`src/rtl/ifft8_serial_if.sv`:
```
// Streaming handshake bundle for the serial 8-point IFFT: input sample
// channel and output sample channel, each a valid/ready pair.
interface ifft8_serial_if #(
    parameter int DW = 36
);
    logic          in_valid;
    logic          in_ready;
    logic [DW-1:0] in_re;
    logic [DW-1:0] in_im;
    logic          out_valid;
    logic          out_ready;
    logic [DW-1:0] out_re;
    logic [DW-1:0] out_im;

    modport slave (
        input  in_valid, in_re, in_im, out_ready,
        output in_ready, out_valid, out_re, out_im
    );

    modport master (
        output in_valid, in_re, in_im, out_ready,
        input  in_ready, out_valid, out_re, out_im
    );
endinterface

```
`src/rtl/ifft8_serial.sv`:
```
// Serial 8-point radix-2 DIT inverse FFT with one time-shared butterfly, output scaled by 1/8.
// States: LOAD takes 8 samples into bit-reversed RAM | COMPUTE runs 12 butterflies | UNLOAD streams x[0..7].
module ifft8_serial #(
    parameter int DW      = 36,
    parameter int TW_FRAC = 16
) (
    input  logic               clk,
    input  logic               rst_n,
    ifft8_serial_if.slave      bus,
    output logic               busy
);
    localparam int IW    = DW + 3;
    localparam int PW    = IW + TW_FRAC + 2;
    localparam int C_INT = $rtoi(0.70710678 * (2.0 ** TW_FRAC) + 0.5);
    localparam logic signed [PW-1:0] C_W = PW'(C_INT);

    typedef enum logic [1:0] {S_LOAD, S_COMPUTE, S_UNLOAD} state_t;

    state_t              state_q, state_d;
    logic [2:0]          ld_cnt_q, ld_cnt_d;
    logic [2:0]          ul_cnt_q, ul_cnt_d;
    logic [3:0]          bf_cnt_q, bf_cnt_d;
    logic                in_ready_q, in_ready_d;
    logic                out_valid_q, out_valid_d;
    logic                busy_q, busy_d;
    logic [DW-1:0]       out_re_q, out_re_d;
    logic [DW-1:0]       out_im_q, out_im_d;

    logic signed [IW-1:0] ram_re_q [8];
    logic signed [IW-1:0] ram_im_q [8];

    logic [1:0]           stage, bf_idx, tw_k;
    logic [2:0]           addr_a, addr_b, ld_addr, ul_next;
    logic signed [IW-1:0] a_re, a_im, b_re, b_im, t_re, t_im, p_re, p_im;
    logic signed [PW-1:0] prod_re, prod_im;
    logic                 load_we;

    assign stage   = bf_cnt_q[3:2];
    assign bf_idx  = bf_cnt_q[1:0];
    assign ld_addr = {ld_cnt_q[0], ld_cnt_q[1], ld_cnt_q[2]};
    assign ul_next = ul_cnt_q + 3'd1;
    assign load_we = (state_q == S_LOAD) && bus.in_valid && in_ready_q;

    always_comb begin
        addr_a = '0;
        addr_b = '0;
        tw_k   = '0;
        case (stage)
            2'd0: begin
                addr_a = {bf_idx, 1'b0};
                addr_b = {bf_idx, 1'b1};
            end
            2'd1: begin
                addr_a = {bf_idx[1], 1'b0, bf_idx[0]};
                addr_b = {bf_idx[1], 1'b1, bf_idx[0]};
                tw_k   = {bf_idx[0], 1'b0};
            end
            default: begin
                addr_a = {1'b0, bf_idx};
                addr_b = {1'b1, bf_idx};
                tw_k   = bf_idx;
            end
        endcase
    end

    // tw_k indexes W = e^{+j*2*pi*k/8}; only k=1,3 need the constant multiplier
    always_comb begin
        a_re    = ram_re_q[addr_a];
        a_im    = ram_im_q[addr_a];
        b_re    = ram_re_q[addr_b];
        b_im    = ram_im_q[addr_b];
        prod_re = PW'(b_re) * C_W;
        prod_im = PW'(b_im) * C_W;
        p_re    = IW'(prod_re >>> TW_FRAC);
        p_im    = IW'(prod_im >>> TW_FRAC);
        t_re    = b_re;
        t_im    = b_im;
        case (tw_k)
            2'd1: begin
                t_re = p_re - p_im;
                t_im = p_re + p_im;
            end
            2'd2: begin
                t_re = -b_im;
                t_im = b_re;
            end
            2'd3: begin
                t_re = -p_re - p_im;
                t_im = p_re - p_im;
            end
            default: ;
        endcase
    end

    always_ff @(posedge clk) begin
        if (load_we) begin
            ram_re_q[ld_addr] <= {{3{bus.in_re[DW-1]}}, bus.in_re};
            ram_im_q[ld_addr] <= {{3{bus.in_im[DW-1]}}, bus.in_im};
        end else if (state_q == S_COMPUTE) begin
            ram_re_q[addr_a] <= a_re + t_re;
            ram_im_q[addr_a] <= a_im + t_im;
            ram_re_q[addr_b] <= a_re - t_re;
            ram_im_q[addr_b] <= a_im - t_im;
        end
    end

    always_comb begin
        state_d     = state_q;
        ld_cnt_d    = ld_cnt_q;
        ul_cnt_d    = ul_cnt_q;
        bf_cnt_d    = bf_cnt_q;
        out_valid_d = out_valid_q;
        out_re_d    = out_re_q;
        out_im_d    = out_im_q;
        case (state_q)
            S_LOAD: begin
                if (load_we) begin
                    ld_cnt_d = ld_cnt_q + 3'd1;
                    if (ld_cnt_q == 3'd7) begin
                        state_d  = S_COMPUTE;
                        bf_cnt_d = '0;
                    end
                end
            end
            S_COMPUTE: begin
                bf_cnt_d = bf_cnt_q + 4'd1;
                if (bf_cnt_q == 4'd11) begin
                    state_d  = S_UNLOAD;
                    ul_cnt_d = '0;
                end
            end
            S_UNLOAD: begin
                // first UNLOAD cycle primes the output register with x[0]
                if (!out_valid_q) begin
                    out_valid_d = 1'b1;
                    out_re_d    = ram_re_q[ul_cnt_q][IW-1:3];
                    out_im_d    = ram_im_q[ul_cnt_q][IW-1:3];
                end else if (bus.out_ready) begin
                    if (ul_cnt_q == 3'd7) begin
                        out_valid_d = 1'b0;
                        ul_cnt_d    = '0;
                        ld_cnt_d    = '0;
                        state_d     = S_LOAD;
                    end else begin
                        ul_cnt_d = ul_next;
                        out_re_d = ram_re_q[ul_next][IW-1:3];
                        out_im_d = ram_im_q[ul_next][IW-1:3];
                    end
                end
            end
            default: state_d = S_LOAD;
        endcase
        in_ready_d = (state_d == S_LOAD);
        busy_d     = (state_d != S_LOAD);
    end

    always_ff @(posedge clk or negedge rst_n) begin
        if (!rst_n) begin
            state_q     <= S_LOAD;
            ld_cnt_q    <= '0;
            ul_cnt_q    <= '0;
            bf_cnt_q    <= '0;
            in_ready_q  <= 1'b0;
            out_valid_q <= 1'b0;
            busy_q      <= 1'b0;
            out_re_q    <= '0;
            out_im_q    <= '0;
        end else begin
            state_q     <= state_d;
            ld_cnt_q    <= ld_cnt_d;
            ul_cnt_q    <= ul_cnt_d;
            bf_cnt_q    <= bf_cnt_d;
            in_ready_q  <= in_ready_d;
            out_valid_q <= out_valid_d;
            busy_q      <= busy_d;
            out_re_q    <= out_re_d;
            out_im_q    <= out_im_d;
        end
    end

    assign bus.in_ready  = in_ready_q;
    assign bus.out_valid = out_valid_q;
    assign bus.out_re    = out_re_q;
    assign bus.out_im    = out_im_q;
    assign busy          = busy_q;
endmodule

```
`src/flat_wrapper.sv`:
```
// flat-port wrapper written by rule: the top's interface ports become plain ports
module ifft8_serial_flat 
#(
    parameter int DW      = 36,
    parameter int TW_FRAC = 16
)
  (clk, rst_n, busy, bus_in_valid, bus_in_re, bus_in_im, bus_out_ready, bus_in_ready, bus_out_valid, bus_out_re, bus_out_im);
  ifft8_serial_if #(.DW(DW)) bus_i ();
  input  logic clk;
  input  logic rst_n;
  output logic busy;
  input wire logic [$bits(bus_i.in_valid)-1:0] bus_in_valid;
  input wire logic [$bits(bus_i.in_re)-1:0] bus_in_re;
  input wire logic [$bits(bus_i.in_im)-1:0] bus_in_im;
  input wire logic [$bits(bus_i.out_ready)-1:0] bus_out_ready;
  output wire logic [$bits(bus_i.in_ready)-1:0] bus_in_ready;
  output wire logic [$bits(bus_i.out_valid)-1:0] bus_out_valid;
  output wire logic [$bits(bus_i.out_re)-1:0] bus_out_re;
  output wire logic [$bits(bus_i.out_im)-1:0] bus_out_im;
  assign bus_i.in_valid = bus_in_valid;
  assign bus_i.in_re = bus_in_re;
  assign bus_i.in_im = bus_in_im;
  assign bus_i.out_ready = bus_out_ready;
  assign bus_in_ready = bus_i.in_ready;
  assign bus_out_valid = bus_i.out_valid;
  assign bus_out_re = bus_i.out_re;
  assign bus_out_im = bus_i.out_im;
  ifft8_serial #(.DW(DW), .TW_FRAC(TW_FRAC)) u_core (.clk(clk), .rst_n(rst_n), .bus(bus_i), .busy(busy));
endmodule
```
`config.mk`:
```
export PLATFORM = sky130hd
export DESIGN_NAME = ifft8_serial_flat
export DESIGN_NICKNAME = d
export VERILOG_FILES = /design/src/rtl/ifft8_serial_if.sv /design/src/rtl/ifft8_serial.sv /design/src/flat_wrapper.sv
export SDC_FILE = /design/constraint.sdc
export NUM_CORES = 2
export LEC_CHECK = 0
export CAP_MARGIN = 0
export CORE_UTILIZATION = 37
export CTS_BUF_LIST = sky130_fd_sc_hd__clkbuf_16
export DETAILED_ROUTE_END_ITERATION = 10
export PLACE_DENSITY = 0.61
export SYNTH_ARGS = -nofsm -noshare
export SYNTH_HDL_FRONTEND = slang
export SYNTH_SLANG_ARGS = --single-unit
```
`constraint.sdc`:
```
create_clock -name clk -period 15.6 [get_ports clk]
set_clock_uncertainty 0.1 [all_clocks]
set_input_delay 3.12 -clock clk [delete_from_list [all_inputs] [get_ports clk]]
set_output_delay 3.12 -clock clk [all_outputs]
set_load 0.02 [all_outputs]
```
Yosys cells after proc, flatten, opt, wreduce, memory -nomap -nowiden:

Memory sizes are Yosys's and may differ from the RTL's.
Index checks and enable logic that the tools add are counted.

* bits in read-only memories: 0
* RAM bits: 624
* latch bits: 0
* memories kept: 2
* output and inout port bits: 75
* input port bits: 76
* logic and storage cells: 102
* register bits after elaboration: 87

* reductions and logical operators: 15
* multiplexer cells: 45
* bitwise logic cells: 0
* equal/unequal tests: 17
* divide/modulo/power cells: 0
* multiply operators: 2
* shifts and indexed selects: 0
* $lt $le $gt $ge: 0
* add/sub/neg operators: 12

Memories
* u_core.ram_im_q: depth 8, bits a word 39, read ports 4, clocked after Yosys merged registers in 0, wr ports 2, RTL line ifft8_serial.sv:30 `logic signed [IW-1:0] ram_im_q [8];`
* u_core.ram_re_q: depth 8, bits a word 39, read ports 4, clocked after Yosys merged registers in 0, wr ports 2, RTL line ifft8_serial.sv:29 `logic signed [IW-1:0] ram_re_q [8];`

Operator list (count)
* $pmux 39 s3: 2
* $mux 36: 6
* $sub 39x39->39: 4
* $add 39x39->39: 3
* $mul 39x17->55 const B: 2
* $mux 39: 2
* $neg 39->39: 2
* $reduce_or 39->1: 2
* $mux 3: 10
* $pmux 3 s2: 4
* $mux 2: 6
* $mux 1: 10
* $ne 2x2->1 const B: 5
* $mux 4: 2
* $pmux 4 s2: 1
* $reduce_bool 2->1: 4
* $add 3x1->3 const B: 2
* $eq 2x1->1 const B: 3
* $eq 2x2->1 const B: 3
* $eq 3x3->1 const B: 2
* $logic_not 2->1: 3
* $ne 2x1->1 const B: 3
* $pmux 2 s3: 1
* $reduce_and 3->1: 2
* 6 further kinds: 7

Longest topological paths before layout:

An unclocked memory read counts as a cell.

* depth after elaboration: 9
* mapped depth: 68
* mapped depth without buffers: 60

Worst setup path after synthesis:

OpenSTA, ideal clock, no wires.

* kind: flip-flop to flip-flop
* from: register u_core.bf_cnt_q[0]
* to: memory u_core.ram_re_q[1][38] (netlist bit), data pin
* path slack: 1.850 ns
* stages on the path, launching flop included: 56
* required time: 15.224 ns
* library setup time: 0.276 ns
* clock period less this slack: 13.750 ns
* path buffers: 11
* data arrival time: 13.374 ns
* path through: dfrtp_1 > buf_2 > buf_2 > buf_2 > buf_1 > clkbuf_1 > clkbuf_1 > buf_1 > clkbuf_1 > clkbuf_1 > clkbuf_1 > o21ai_0 > ha_1 > inv_1 > fa_1 > inv_1 > fa_1 > fa_1 > [... 20 more ...] > o211ai_1 > o21ai_0 > o21bai_1 > a2111oi_0 > a21oi_1 > a21o_1 > a21oi_1 > xnor2_1 > a21oi_1 > o21ai_0 > ha_1 > clkbuf_1 > inv_1 > nor4_1 > a31oi_1 > xnor3_1 > a21boi_4 > mux2i_1

RTL lines
* from (decl): RTL line ifft8_serial.sv:22 `logic [3:0] bf_cnt_q, bf_cnt_d;`
* from (signal assigned): RTL line ifft8_serial.sv:172 `bf_cnt_q <= bf_cnt_d;`
* to (decl): RTL line ifft8_serial.sv:29

==> impl_metrics.yaml <==
die:
  die_h_um: 484
  start_util_pct: 37.3
  core-area_um2: 231000
  io_pins: 151
  row_count: 176
  die_w_um: 484
  dieArea_um2: 234000
synthesis:
  avgSynthCellArea_um2: 8.69
  ys_warn_count: 0
  async_flop_share_pct: 12.2
  yosys_most_used_dff: "edfxtp_1"
  synth_seq_cells: 711
  synth_cell_types: 92
  syn_nets: 11200
  synth_seq_area_share_pct: 24.3
  netlist_area_um2: 86000
  syn_inst: 9893
  synth_edf_count: 624
sta:
  fin_crit_sh_pct: 96.3
  worstMarginPinSlew_ns: 1.41
  fin_tns_setup_ns: 0
  final_max_slew_viol_count: 0
  grt_setup_unrepaired: "no"
  max_slew_margin_pct: 5.89
  min_period_ns: 15.03
  hold_violations: 0
  max_freq_ghz: 0.0665
  setup_viol: 0
setup_path:
  startpoint: "u_core.bf_cnt_q[0]"
  worstPathArrival_ns: 15.39
  endpoint_kind: "register"
  cpMostUsedCell: "fa_1"
  cpMaxStageDelayCell: "dfrtp_4"
  cp_slowest_stage_delay_ns: 0.61
  startpoint_type: "register"
  worst-endpoint-required_ns: 15.96
  reg2reg_slack_ns: 0.57
  worst-path-max-fanout: 92
  r2r_start: "u_core.bf_cnt_q[0]"
  worstSetupPathType: "register to register"
cts:
  numCtsBuffers: 81
  clk_pin_slew_ns: 0.07
  cts_buffer_depth: 3
  cts_root_buffer: "clkbuf_16"
  cts_tree: "done"
  htree_levels: 3
  insertion_delay_ns: 0.76
  clock-sinks: 711
  postCtsHoldBufs: 0
grt:
  grt_use_total_pct: 30.0
  grt_pass1_wl_mm: 521
  antenna_found_initial: 9
  grt_pass1_vias: 76900
  overflow: 0
  grt_max_degree: 150
flow_run:
  drv_cap: 0
placement:
  gp_congestion: 1.01
  io_buffer_count: 150
  dp_hpwl_mm: 262
routing:
  vias_per_cell: 6.08
  vias: 79600
  drt_pass1_iterations: 7
  drt-wirelength-per-cell_um: 27.6
  finalWirelength_mm: 361
  route.detailed.drc: 0
  final_antenna_net_count: 0
  drt_iter0_drc: 11300
layout:
  drive_gt1_share_pct: 9.92
  area_growth_pct: 11.5
  layout.nets: 11300
worst_hold_path:
  hold_class: "register to register"
  hold_start: "u_core.bus.out_im[30]"
outcome:
  status: "complete, no violations"
==> layout by cell type, fill, tap and decap left out, drive strengths merged, types with 131 or more instances in the layout <==
master and count:
o21ai 599, inv 1209, nor2 842, a21oi 917, xnor2 278, edfxtp 624
buf 451, fa 396, mux4 294, mux2i 406, nor3 144, nand2 1299
ha 861, clkdlybuf4s50 149, nand3 131
==> stage by stage <==
step / area, um^2 / std cells / hold WS [ns] / setup WS [ns] / utilization (%)
detailed placement: 92900 / 12900 / 0.370 / 0.241 / 40.3
global placement: 92900 / 12900 / 0.362 / 0.374 / 40.3
floorplan: 86000 / 9893 / 0.392 / 1.85 / -
finish: 95800 / 13100 / 0.382 / 0.573 / 41.6
global route: 95800 / 13100 / 0.408 / 0.00788 / 41.6
CTS: 95600 / 13100 / 0.385 / 0.191 / 41.5
==> metal layers <==
layer / part of all wire, % / wire length (um) / GRT usage, %
met5: 0.0069 / 25 / 0
met4: 7.4 / 26800 / 19.0
met3: 11 / 39800 / 6.20
met2: 44 / 157000 / 46.1
met1: 38 / 137000 / 38.3
==> cell families after synthesis <==
group                    after synthesis  synth area share [%]
buffers and inverters               1771                  7.77
multiplexers                         711                  12.6
adder cells (fa/ha/maj)             1257                  21.8
XOR/XNOR                             361                  3.69
flip-flops                           711                  24.3
AO/OA/AOI/OAI                       2356                  16.5
AND/OR/NAND/NOR                     2726                  13.3
==> sequential cells by signal, summed over array words and instances (netlist names), 2 cells and up <==
name,cells
u_core.ram_im_q,312
u_core.ram_re_q,312
u_core.bus.out_re,36
u_core.ul_cnt_q,3
u_core.ld_cnt_q,3
u_core.bf_cnt_q,4
u_core.bus.out_im,36
u_core.state_q,2
==> area by class of cell <==
type                            instances  area (um^2)
Timing Repair Buffer                  600         5060
Inverter                             1191         4490
Multi-Input combinational cell       7411        58800
Sequential cell                       711        20900
Antenna cell                            8         20.0
Clock buffer                           82         2050
Tap cell                             3026         3790
Fill cell                           22600       135000
Clock inverter                         66          668
==> path summary, 6_finish.rpt <==
| kind | end | cells past startpoint |
|---|---|---|
| setup / recovery | u_core.ram_im_q[4][38] | 51 |
| hold / removal | u_core.bus.out_im[30] | 2 |
| setup reg to reg | u_core.ram_im_q[4][38] | 51 |
| hold reg to reg | u_core.bus.out_im[30] | 2 |
| max in group asynchronous | u_core.bus.out_valid | 2 |
| min in group asynchronous | u_core.bus.out_re[6] | 1 |
==> critical path: cells and delay by family (launching register included) <==
family | cells | cell delay [ns]
fa+ha+maj | 9 | 3.91
buf+inv | 9 | 1.72
simple gates | 11 | 2.72
mux | 1 | 0.10
flops | 1 | 0.61
compound gates | 18 | 4.14
xor+xnor | 3 | 1.21
==> synth_stat cells, types with 37 or more instances <==
library cell	n	area share, %
nand2_1	1299	5.7
inv_1	1187	5.2
a21oi_1	916	5.3
ha_1	861	13
nor2_1	842	3.7
edfxtp_1	624	22
o21ai_0	587	3.4
clkbuf_1	433	1.9
mux2i_1	406	4.7
fa_1	396	9.2
mux4_2	294	7.7
xnor2_1	278	2.8
nor3_1	144	0.84
buf_1	133	0.58
nand3_1	131	0.76
a21o_1	103	0.90
o21bai_1	89	0.78
dfrtp_1	87	2.5
a31oi_1	86	0.63
xor2_1	82	0.84
o211ai_1	80	0.70
a221oi_1	74	0.75
a211oi_1	60	0.52
nor2b_1	54	0.39
a32oi_1	52	0.53
nand2b_1	43	0.31
o22ai_1	37	0.27
==> what timing repair did <==
action                                  CTS  global route
gates resized for setup                   0            18
setup buffers                             0            11
endpoints found under the setup margin    0           106
Power is left out: the tool's default activity adds up to more than one toggle a clock period on the data nets, which glitch-free logic cannot reach.
